## config.mk

```make
export PLATFORM = sky130hd
export DESIGN_NAME = multicycle_controller
export DESIGN_NICKNAME = d
export VERILOG_FILES = /design/src/rtl/mips_mc_pkg.sv /design/src/rtl/alu_decoder.sv /design/src/rtl/multicycle_controller.sv
export SDC_FILE = /design/constraint.sdc
export NUM_CORES = 1
export LEC_CHECK = 0
export ABC_AREA = 1
export ABC_CLOCK_PERIOD_IN_PS = 1500
export CAP_MARGIN = 20
export CORE_MARGIN = 4
export CORE_UTILIZATION = 38
export CTS_CLUSTER_SIZE = 16
export DETAILED_ROUTE_END_ITERATION = 10
export PLACE_DENSITY = 0.79
export RECOVER_POWER = 50
export SLEW_MARGIN = 15
export SYNTH_ARGS = -nofsm -noshare
export SYNTH_HDL_FRONTEND = slang
export SYNTH_HIERARCHICAL = 1
export SYNTH_SLANG_ARGS = --single-unit
```

## constraint.sdc

```tcl
create_clock -name clk -period 1.5 [get_ports clk]
set_clock_uncertainty 0.05 [all_clocks]
set_input_delay 0.15 -clock clk [delete_from_list [all_inputs] [get_ports clk]]
set_output_delay 0.15 -clock clk [all_outputs]
set_load 0.01 [all_outputs]
```

## src/rtl/mips_mc_pkg.sv

```systemverilog
// Shared types and encodings for the multicycle MIPS controller.
package mips_mc_pkg;

  typedef enum logic [3:0] {
    StFetch  = 4'd0,
    StDecode = 4'd1,
    StMemAdr = 4'd2,
    StMemRd  = 4'd3,
    StMemWb  = 4'd4,
    StMemWr  = 4'd5,
    StExec   = 4'd6,
    StAluWb  = 4'd7,
    StBeq    = 4'd8,
    StAddiEx = 4'd9,
    StAddiWb = 4'd10,
    StJump   = 4'd11
  } state_e;

  localparam logic [5:0] OpRtype = 6'b000000;
  localparam logic [5:0] OpLw    = 6'b100011;
  localparam logic [5:0] OpSw    = 6'b101011;
  localparam logic [5:0] OpBeq   = 6'b000100;
  localparam logic [5:0] OpAddi  = 6'b001000;
  localparam logic [5:0] OpJ     = 6'b000010;

  localparam logic [5:0] FunctAdd = 6'b100000;
  localparam logic [5:0] FunctSub = 6'b100010;
  localparam logic [5:0] FunctAnd = 6'b100100;
  localparam logic [5:0] FunctOr  = 6'b100101;
  localparam logic [5:0] FunctSlt = 6'b101010;

  localparam logic [2:0] AluAdd = 3'b010;
  localparam logic [2:0] AluSub = 3'b110;
  localparam logic [2:0] AluAnd = 3'b000;
  localparam logic [2:0] AluOr  = 3'b001;
  localparam logic [2:0] AluSlt = 3'b111;

  localparam logic [1:0] SrcBReg   = 2'b00;
  localparam logic [1:0] SrcBFour  = 2'b01;
  localparam logic [1:0] SrcBImm   = 2'b10;
  localparam logic [1:0] SrcBImmSh = 2'b11;

  localparam logic [1:0] PcSrcAlu    = 2'b00;
  localparam logic [1:0] PcSrcAluOut = 2'b01;
  localparam logic [1:0] PcSrcJump   = 2'b10;

endpackage

```

## src/rtl/alu_decoder.sv

```systemverilog
// R-type funct field to ALU operation; flags functs the datapath cannot execute.
module alu_decoder
  import mips_mc_pkg::*;
(
  input  logic [5:0] i_funct,
  output logic [2:0] o_alucontrol,
  output logic       o_funct_illegal
);

  always_comb begin
    o_alucontrol    = AluAdd;
    o_funct_illegal = 1'b0;
    case (i_funct)
      FunctAdd: o_alucontrol = AluAdd;
      FunctSub: o_alucontrol = AluSub;
      FunctAnd: o_alucontrol = AluAnd;
      FunctOr:  o_alucontrol = AluOr;
      FunctSlt: o_alucontrol = AluSlt;
      default:  o_funct_illegal = 1'b1;
    endcase
  end

endmodule

```

## src/rtl/multicycle_controller.sv

```systemverilog
// Multicycle MIPS control FSM: sequences the shared ALU and unified memory port
// over several cycles per instruction and drives all datapath selects/strobes.
module multicycle_controller
  import mips_mc_pkg::*;
(
  input  logic       clk,
  input  logic       rst_n,
  input  logic [5:0] opcode,
  input  logic [5:0] funct,
  input  logic       zero,
  input  logic       mem_ready,
  output logic       iord,
  output logic       ir_write,
  output logic       mem_write,
  output logic       reg_dst,
  output logic       mem_to_reg,
  output logic       reg_write,
  output logic       alu_src_a,
  output logic [1:0] alu_src_b,
  output logic [2:0] alucontrol,
  output logic [1:0] pc_src,
  output logic       pc_en,
  output logic       instr_done,
  output logic       illegal,
  output logic [3:0] state
);

  state_e     r_state;
  state_e     w_next_state;
  logic [2:0] w_dec_alucontrol;
  logic       w_funct_illegal;
  logic       w_ir_write;
  logic       w_mem_write;
  logic       w_reg_write;
  logic       w_pc_en;
  logic       w_instr_done;
  logic       w_illegal;

  alu_decoder u_alu_decoder (
    .i_funct         (funct),
    .o_alucontrol    (w_dec_alucontrol),
    .o_funct_illegal (w_funct_illegal)
  );

  always_ff @(posedge clk or negedge rst_n) begin
    if (!rst_n) begin
      r_state <= StFetch;
    end else begin
      r_state <= w_next_state;
    end
  end

  always_comb begin
    w_next_state = StFetch;
    case (r_state)
      StFetch:  w_next_state = mem_ready ? StDecode : StFetch;
      StDecode: begin
        case (opcode)
          OpLw, OpSw: w_next_state = StMemAdr;
          OpRtype:    w_next_state = StExec;
          OpBeq:      w_next_state = StBeq;
          OpAddi:     w_next_state = StAddiEx;
          OpJ:        w_next_state = StJump;
          default:    w_next_state = StFetch;
        endcase
      end
      StMemAdr: w_next_state = (opcode == OpSw) ? StMemWr : StMemRd;
      StMemRd:  w_next_state = mem_ready ? StMemWb : StMemRd;
      StMemWr:  w_next_state = mem_ready ? StFetch : StMemWr;
      StExec:   w_next_state = w_funct_illegal ? StFetch : StAluWb;
      StAddiEx: w_next_state = StAddiWb;
      default:  w_next_state = StFetch;
    endcase
  end

  always_comb begin
    iord         = 1'b0;
    w_ir_write   = 1'b0;
    w_mem_write  = 1'b0;
    reg_dst      = 1'b0;
    mem_to_reg   = 1'b0;
    w_reg_write  = 1'b0;
    alu_src_a    = 1'b0;
    alu_src_b    = SrcBReg;
    alucontrol   = AluAdd;
    pc_src       = PcSrcAlu;
    w_pc_en      = 1'b0;
    w_instr_done = 1'b0;
    w_illegal    = 1'b0;
    case (r_state)
      StFetch: begin
        alu_src_b  = SrcBFour;
        w_ir_write = mem_ready;
        w_pc_en    = mem_ready;
      end
      StDecode: begin
        alu_src_b = SrcBImmSh;
        case (opcode)
          OpLw, OpSw, OpRtype, OpBeq, OpAddi, OpJ: w_illegal = 1'b0;
          default:                                 w_illegal = 1'b1;
        endcase
      end
      StMemAdr: begin
        alu_src_a = 1'b1;
        alu_src_b = SrcBImm;
      end
      StMemRd: iord = 1'b1;
      StMemWb: begin
        mem_to_reg   = 1'b1;
        w_reg_write  = 1'b1;
        w_instr_done = 1'b1;
      end
      StMemWr: begin
        iord         = 1'b1;
        w_mem_write  = 1'b1;
        w_instr_done = mem_ready;
      end
      StExec: begin
        alu_src_a  = 1'b1;
        alucontrol = w_dec_alucontrol;
        w_illegal  = w_funct_illegal;
      end
      StAluWb: begin
        reg_dst      = 1'b1;
        w_reg_write  = 1'b1;
        w_instr_done = 1'b1;
      end
      StBeq: begin
        alu_src_a    = 1'b1;
        alucontrol   = AluSub;
        pc_src       = PcSrcAluOut;
        w_pc_en      = zero;
        w_instr_done = 1'b1;
      end
      StAddiEx: begin
        alu_src_a = 1'b1;
        alu_src_b = SrcBImm;
      end
      StAddiWb: begin
        w_reg_write  = 1'b1;
        w_instr_done = 1'b1;
      end
      StJump: begin
        pc_src       = PcSrcJump;
        w_pc_en      = 1'b1;
        w_instr_done = 1'b1;
      end
      default: ;
    endcase
  end

  // State is already FETCH during reset, but FETCH strobes follow mem_ready,
  // so every strobe is masked while rst_n is low.
  assign ir_write   = w_ir_write & rst_n;
  assign mem_write  = w_mem_write & rst_n;
  assign reg_write  = w_reg_write & rst_n;
  assign pc_en      = w_pc_en & rst_n;
  assign instr_done = w_instr_done & rst_n;
  assign illegal    = w_illegal & rst_n;
  assign state      = r_state;

endmodule

```

==> results_dict.tcl, run 1 <==
set metrics [dict create \
    status "stopped before the end" \
    haltStage "global routing" \
    stop_error "[ERROR DPL-0033] detailed placement checks failed during check placement." \
    syn_inst 129 \
    synth.avg_cell_area_um2 5.23 \
    grt_max_degree 6 \
    rows 14 \
    clockBufferDepth 2 \
    yosys_register_bits 4 \
    synthAdderAreaFrac_pct 0 \
    place_ws_ps -663 \
    muxShareOfSynthArea_pct 0 \
    synth_compound_area_share_pct 10.2 \
    die_x_um 50.1 \
    numCtsBuffers 3 \
    io_pins 37 \
    antenna_found_initial 0 \
    worst_endpoint_kind "primary output" \
    postCtsHoldBufs 0 \
    grt-worst-endpoint "instr_done" \
    synthXorXnorAreaFrac_pct 0 \
    ys_seq_area_share_pct 14.8 \
    place_congestion 0.847 \
    synth-simple-area-share_pct 58.8 \
    syn-num-nets 145 \
    cts_sinks 4 \
    synth.distinct_cells 21 \
    dp_hpwl_mm 1.89 \
    ys_warn_count 6 \
    root_buffer "clkbuf_4" \
    initial_core_util_pct 42.3 \
    cts_max_level 1 \
    portBuffers 36 \
    synthesis.area_um2 674 \
    synth_top_family_by_area "simple AND/OR/NAND/NOR gates" \
    fp.dieH_um 50.1 \
]
## timing repair
action | CTS
pin swaps | 19
resized for setup | 121
setup endpoints to repair | 20
setup buffers | 11
## cells by family after synthesis
group / Yosys count
AO/OA/AOI/OAI: 10
buffers and inverters: 29
flip-flops: 4
AND/OR/NAND/NOR: 86
## through the flow
step	instance area [um^2]	utilization (%)	cells	setup TNS (ps)
4_1_cts	1420	89.3	227	-750
2_1_floorplan	674	-	129	0
3_3_place_gp	1240	78.1	213	-4950
3_5_place_dp	1240	78.1	213	-5450
## synth_stat cells, drive strengths merged
cell type / n / area [um^2]
nor3: 1 / 5.00
or2: 2 / 15.0
dfrtp: 4 / 100
o21bai: 1 / 11.3
nand3b: 1 / 7.51
o211ai: 1 / 12.5
a21oi: 2 / 10.0
inv: 29 / 109
a31oi: 1 / 6.26
nand4: 4 / 37.5
nand3: 13 / 65.1
o21ai: 5 / 28.8
nor2: 38 / 160
and3: 1 / 6.26
nand2: 26 / 100
==> inputs of run 2 (changes only) <==
--- a/config.mk
+++ b/config.mk
@@ -8,11 +8,10 @@
 export ABC_AREA = 1
 export ABC_CLOCK_PERIOD_IN_PS = 1500
 export CAP_MARGIN = 20
-export CORE_MARGIN = 4
-export CORE_UTILIZATION = 38
-export CTS_CLUSTER_SIZE = 16
+export CORE_AREA = 4 4 65 67
 export DETAILED_ROUTE_END_ITERATION = 10
-export PLACE_DENSITY = 0.79
+export DIE_AREA = 0 0 69 71
+export PLACE_DENSITY_LB_ADDON = 0.15
 export RECOVER_POWER = 50
 export SLEW_MARGIN = 15
 export SYNTH_ARGS = -nofsm -noshare
==> results_dict.tcl, run 2 <==
set metrics [dict create \
    vias 1026 \
    intPower_mw 0.840 \
    max_freq_mhz 626 \
    rows 22 \
    crit_type "reg2out" \
    root_buffer "clkbuf_8" \
    crit_buf_inv 3 \
    wl_per_cell_um 9.52 \
    worstMarginPinSlew_ps 224 \
    numCtsBuffers 3 \
    drt_wl_total_mm 2.40 \
    pwr-share-seq_pct 14.2 \
    synth_edf_count 0 \
    hold_path.class "in2async" \
    place_inst 245 \
    largest_reg_flops 4 \
    dieArea_um2 4900 \
    seq_area_um2 104 \
    syn_inst 129 \
    syn-num-nets 145 \
    crit_path_end_kind "output pin" \
    portBuffers 36 \
    final-hold-violation-count 0 \
    worstPathMaxFanout 4 \
    synthTopCellsByArea "nor2_1 (17%), dfrtp_1 (15%), inv_1 (14%), nand2_1 (14%), nand3_1 (9.6%)" \
    finalCritPeriodShare_pct 106 \
    maxCapViolCount 0 \
    setup_viol 8 \
    via_per_inst 4.07 \
    yosys_register_bits 4 \
    synth.distinct_cells 21 \
    cp-start-kind "flop" \
    clockPowerShare_pct 15.1 \
    place_ws_ps -655 \
    initial_core_util_pct 18.6 \
    layout_common_cells "buf_4 (33), inv_1 (18), nor2_1 (18)" \
    antenna_found_initial 0 \
    fp.dieH_um 71 \
    grt_overflow 0 \
    p_comb_share_pct 70.8 \
    drv_slew 0 \
    postCtsHoldBufs 0 \
    fin_nets 222 \
    grt_pass1_wl_mm 4.04 \
    crit_family "flip-flops" \
    globalRouteTotalUtil_pct 9.58 \
    status "complete, but fails checks" \
    drcViolationCount 0 \
    fill_cells 397 \
    power.switching_mw 0.642 \
    fin_util_pct 41.8 \
    clockBufferDepth 2 \
    critPathSlowestCell "dfrtp_1" \
    first_pass_iters 3 \
    multi_input_area_um2 644 \
    die_x_um 69 \
    ys_seq_area_share_pct 14.8 \
    power_mw 1.48 \
    cts_max_level 1 \
    cp_cell_sequence "inv_2, nand2_4, nor2_4, buf_4, nor2_1, a31oi_1, buf_2" \
    synthesis.area_um2 674 \
    synth_flop_cell "dfrtp_1" \
    drtAntennaViolNets 0 \
    instances_no_fill 252 \
    synth-async-reset-ratio_pct 100 \
    grt_max_degree 6 \
    yosys.cell_count.top_type "nor2_1" \
    core_um2 3630 \
    yosys-top-cells-count "nor2_1 (31), inv_1 (25), nand2_1 (25)" \
    insertedDiodeCount 0 \
    layout_commonest_cell "buf_4" \
    drive_gt1_share_pct 57.4 \
    rsz0062_at_grt "true" \
    clk_pin_slew_ps 30 \
    power.density_nw_per_um2 976 \
    violations "negative setup slack" \
    synth_top_area_cell "nor2_1" \
    swShare_pct 43.3 \
    io_pins 37 \
    place_congestion 0.732 \
    final.setup.worst_slack_ps -96.5 \
    cp.arrival_ps 1400 \
    synth.top_cell.area_share_pct 17.3 \
    leakagePower_nw 0.825 \
    fin_crit_ps 1600 \
    area_growth_pct 125 \
    cts_tree "yes" \
    cpPeakStageDelay_ps 410 \
    cts_sinks 4 \
    whs_ps 368 \
    drt_iter0_drc 13 \
    crit_required_ps 1300 \
    ys_warn_count 6 \
    ir_drop_v 0.000262 \
    dp_hpwl_mm 2.00 \
    relSlewSlack_pct 85.1 \
    grt_pass1_vias 988 \
    synth.avg_cell_area_um2 5.23 \
    worstSkewPairLatency_ps 210 \
]
## run 2: power groups by stage
stage,Clock [mW],Combinational (mW),Sequential [mW]
after floorplan,0,0.337,0.188
after global placement,0,0.935,0.177
after detailed placement,0,0.939,0.176
after CTS,0.229,0.965,0.208
after global routing,0.235,1.14,0.219
final,0.223,1.05,0.210
## run 2: cell type report
cell class	instances	area share, %
Multi-Input combinational cell	96	42.5
Timing Repair Buffer	72	36.5
Inverter	29	7.50
Sequential cell	4	6.84
Tap cell	48	3.96
Clock buffer	3	2.72
## run 2: what timing repair did
item,CTS,global route
endpoints found under the setup margin,20,20
gates resized for setup,127,21
setup buffers,2,2
pin swaps,22,14
## run 2: routing by layer
metal | vias to the layer above | share of wire [%] | track usage (%)
li1 | 549 | - | -
met3 | 2 | 5.6 | 1.70
met4 | 0 | 0.71 | 3.25
met1 | 450 | 42 | 12.1
met5 | - | 0 | 0
met2 | 25 | 51 | 16.4
## run 2: cells by family (layout without fill, tap and decap cells)
kind of cell / Yosys count / after routing / synth area share (%)
DFF: 4 / 4 / 14.8
and+or+nand+nor: 86 / 86 / 58.8
buffers and inverters: 29 / 104 / 16.1
AOI/OAI and AO/OA: 10 / 10 / 10.2
## run 2: path summary, 6_finish.rpt
check	from	endpoint	slack, ps	cells past startpoint
max	state[2]	instr_done	-100	7
min	rst_n	state[0]	370	2
max reg2reg	state[0]	state[0]	50	8
min reg2reg	state[2]	state[1]	850	6
max in group asynchronous	rst_n	state[3]	830	2
min in group clk	opcode[5]	state[2]	460	4
## run 2: per-stage QoR
stage | TNS, ps | instance area, um^2
floorplan | 0 | 674
global placement | -5550 | 1340
detailed placement | -5580 | 1340
CTS | -525 | 1440
global route | -1220 | 1520
finish | -348 | 1520
(Power assumes the default switching activity.)
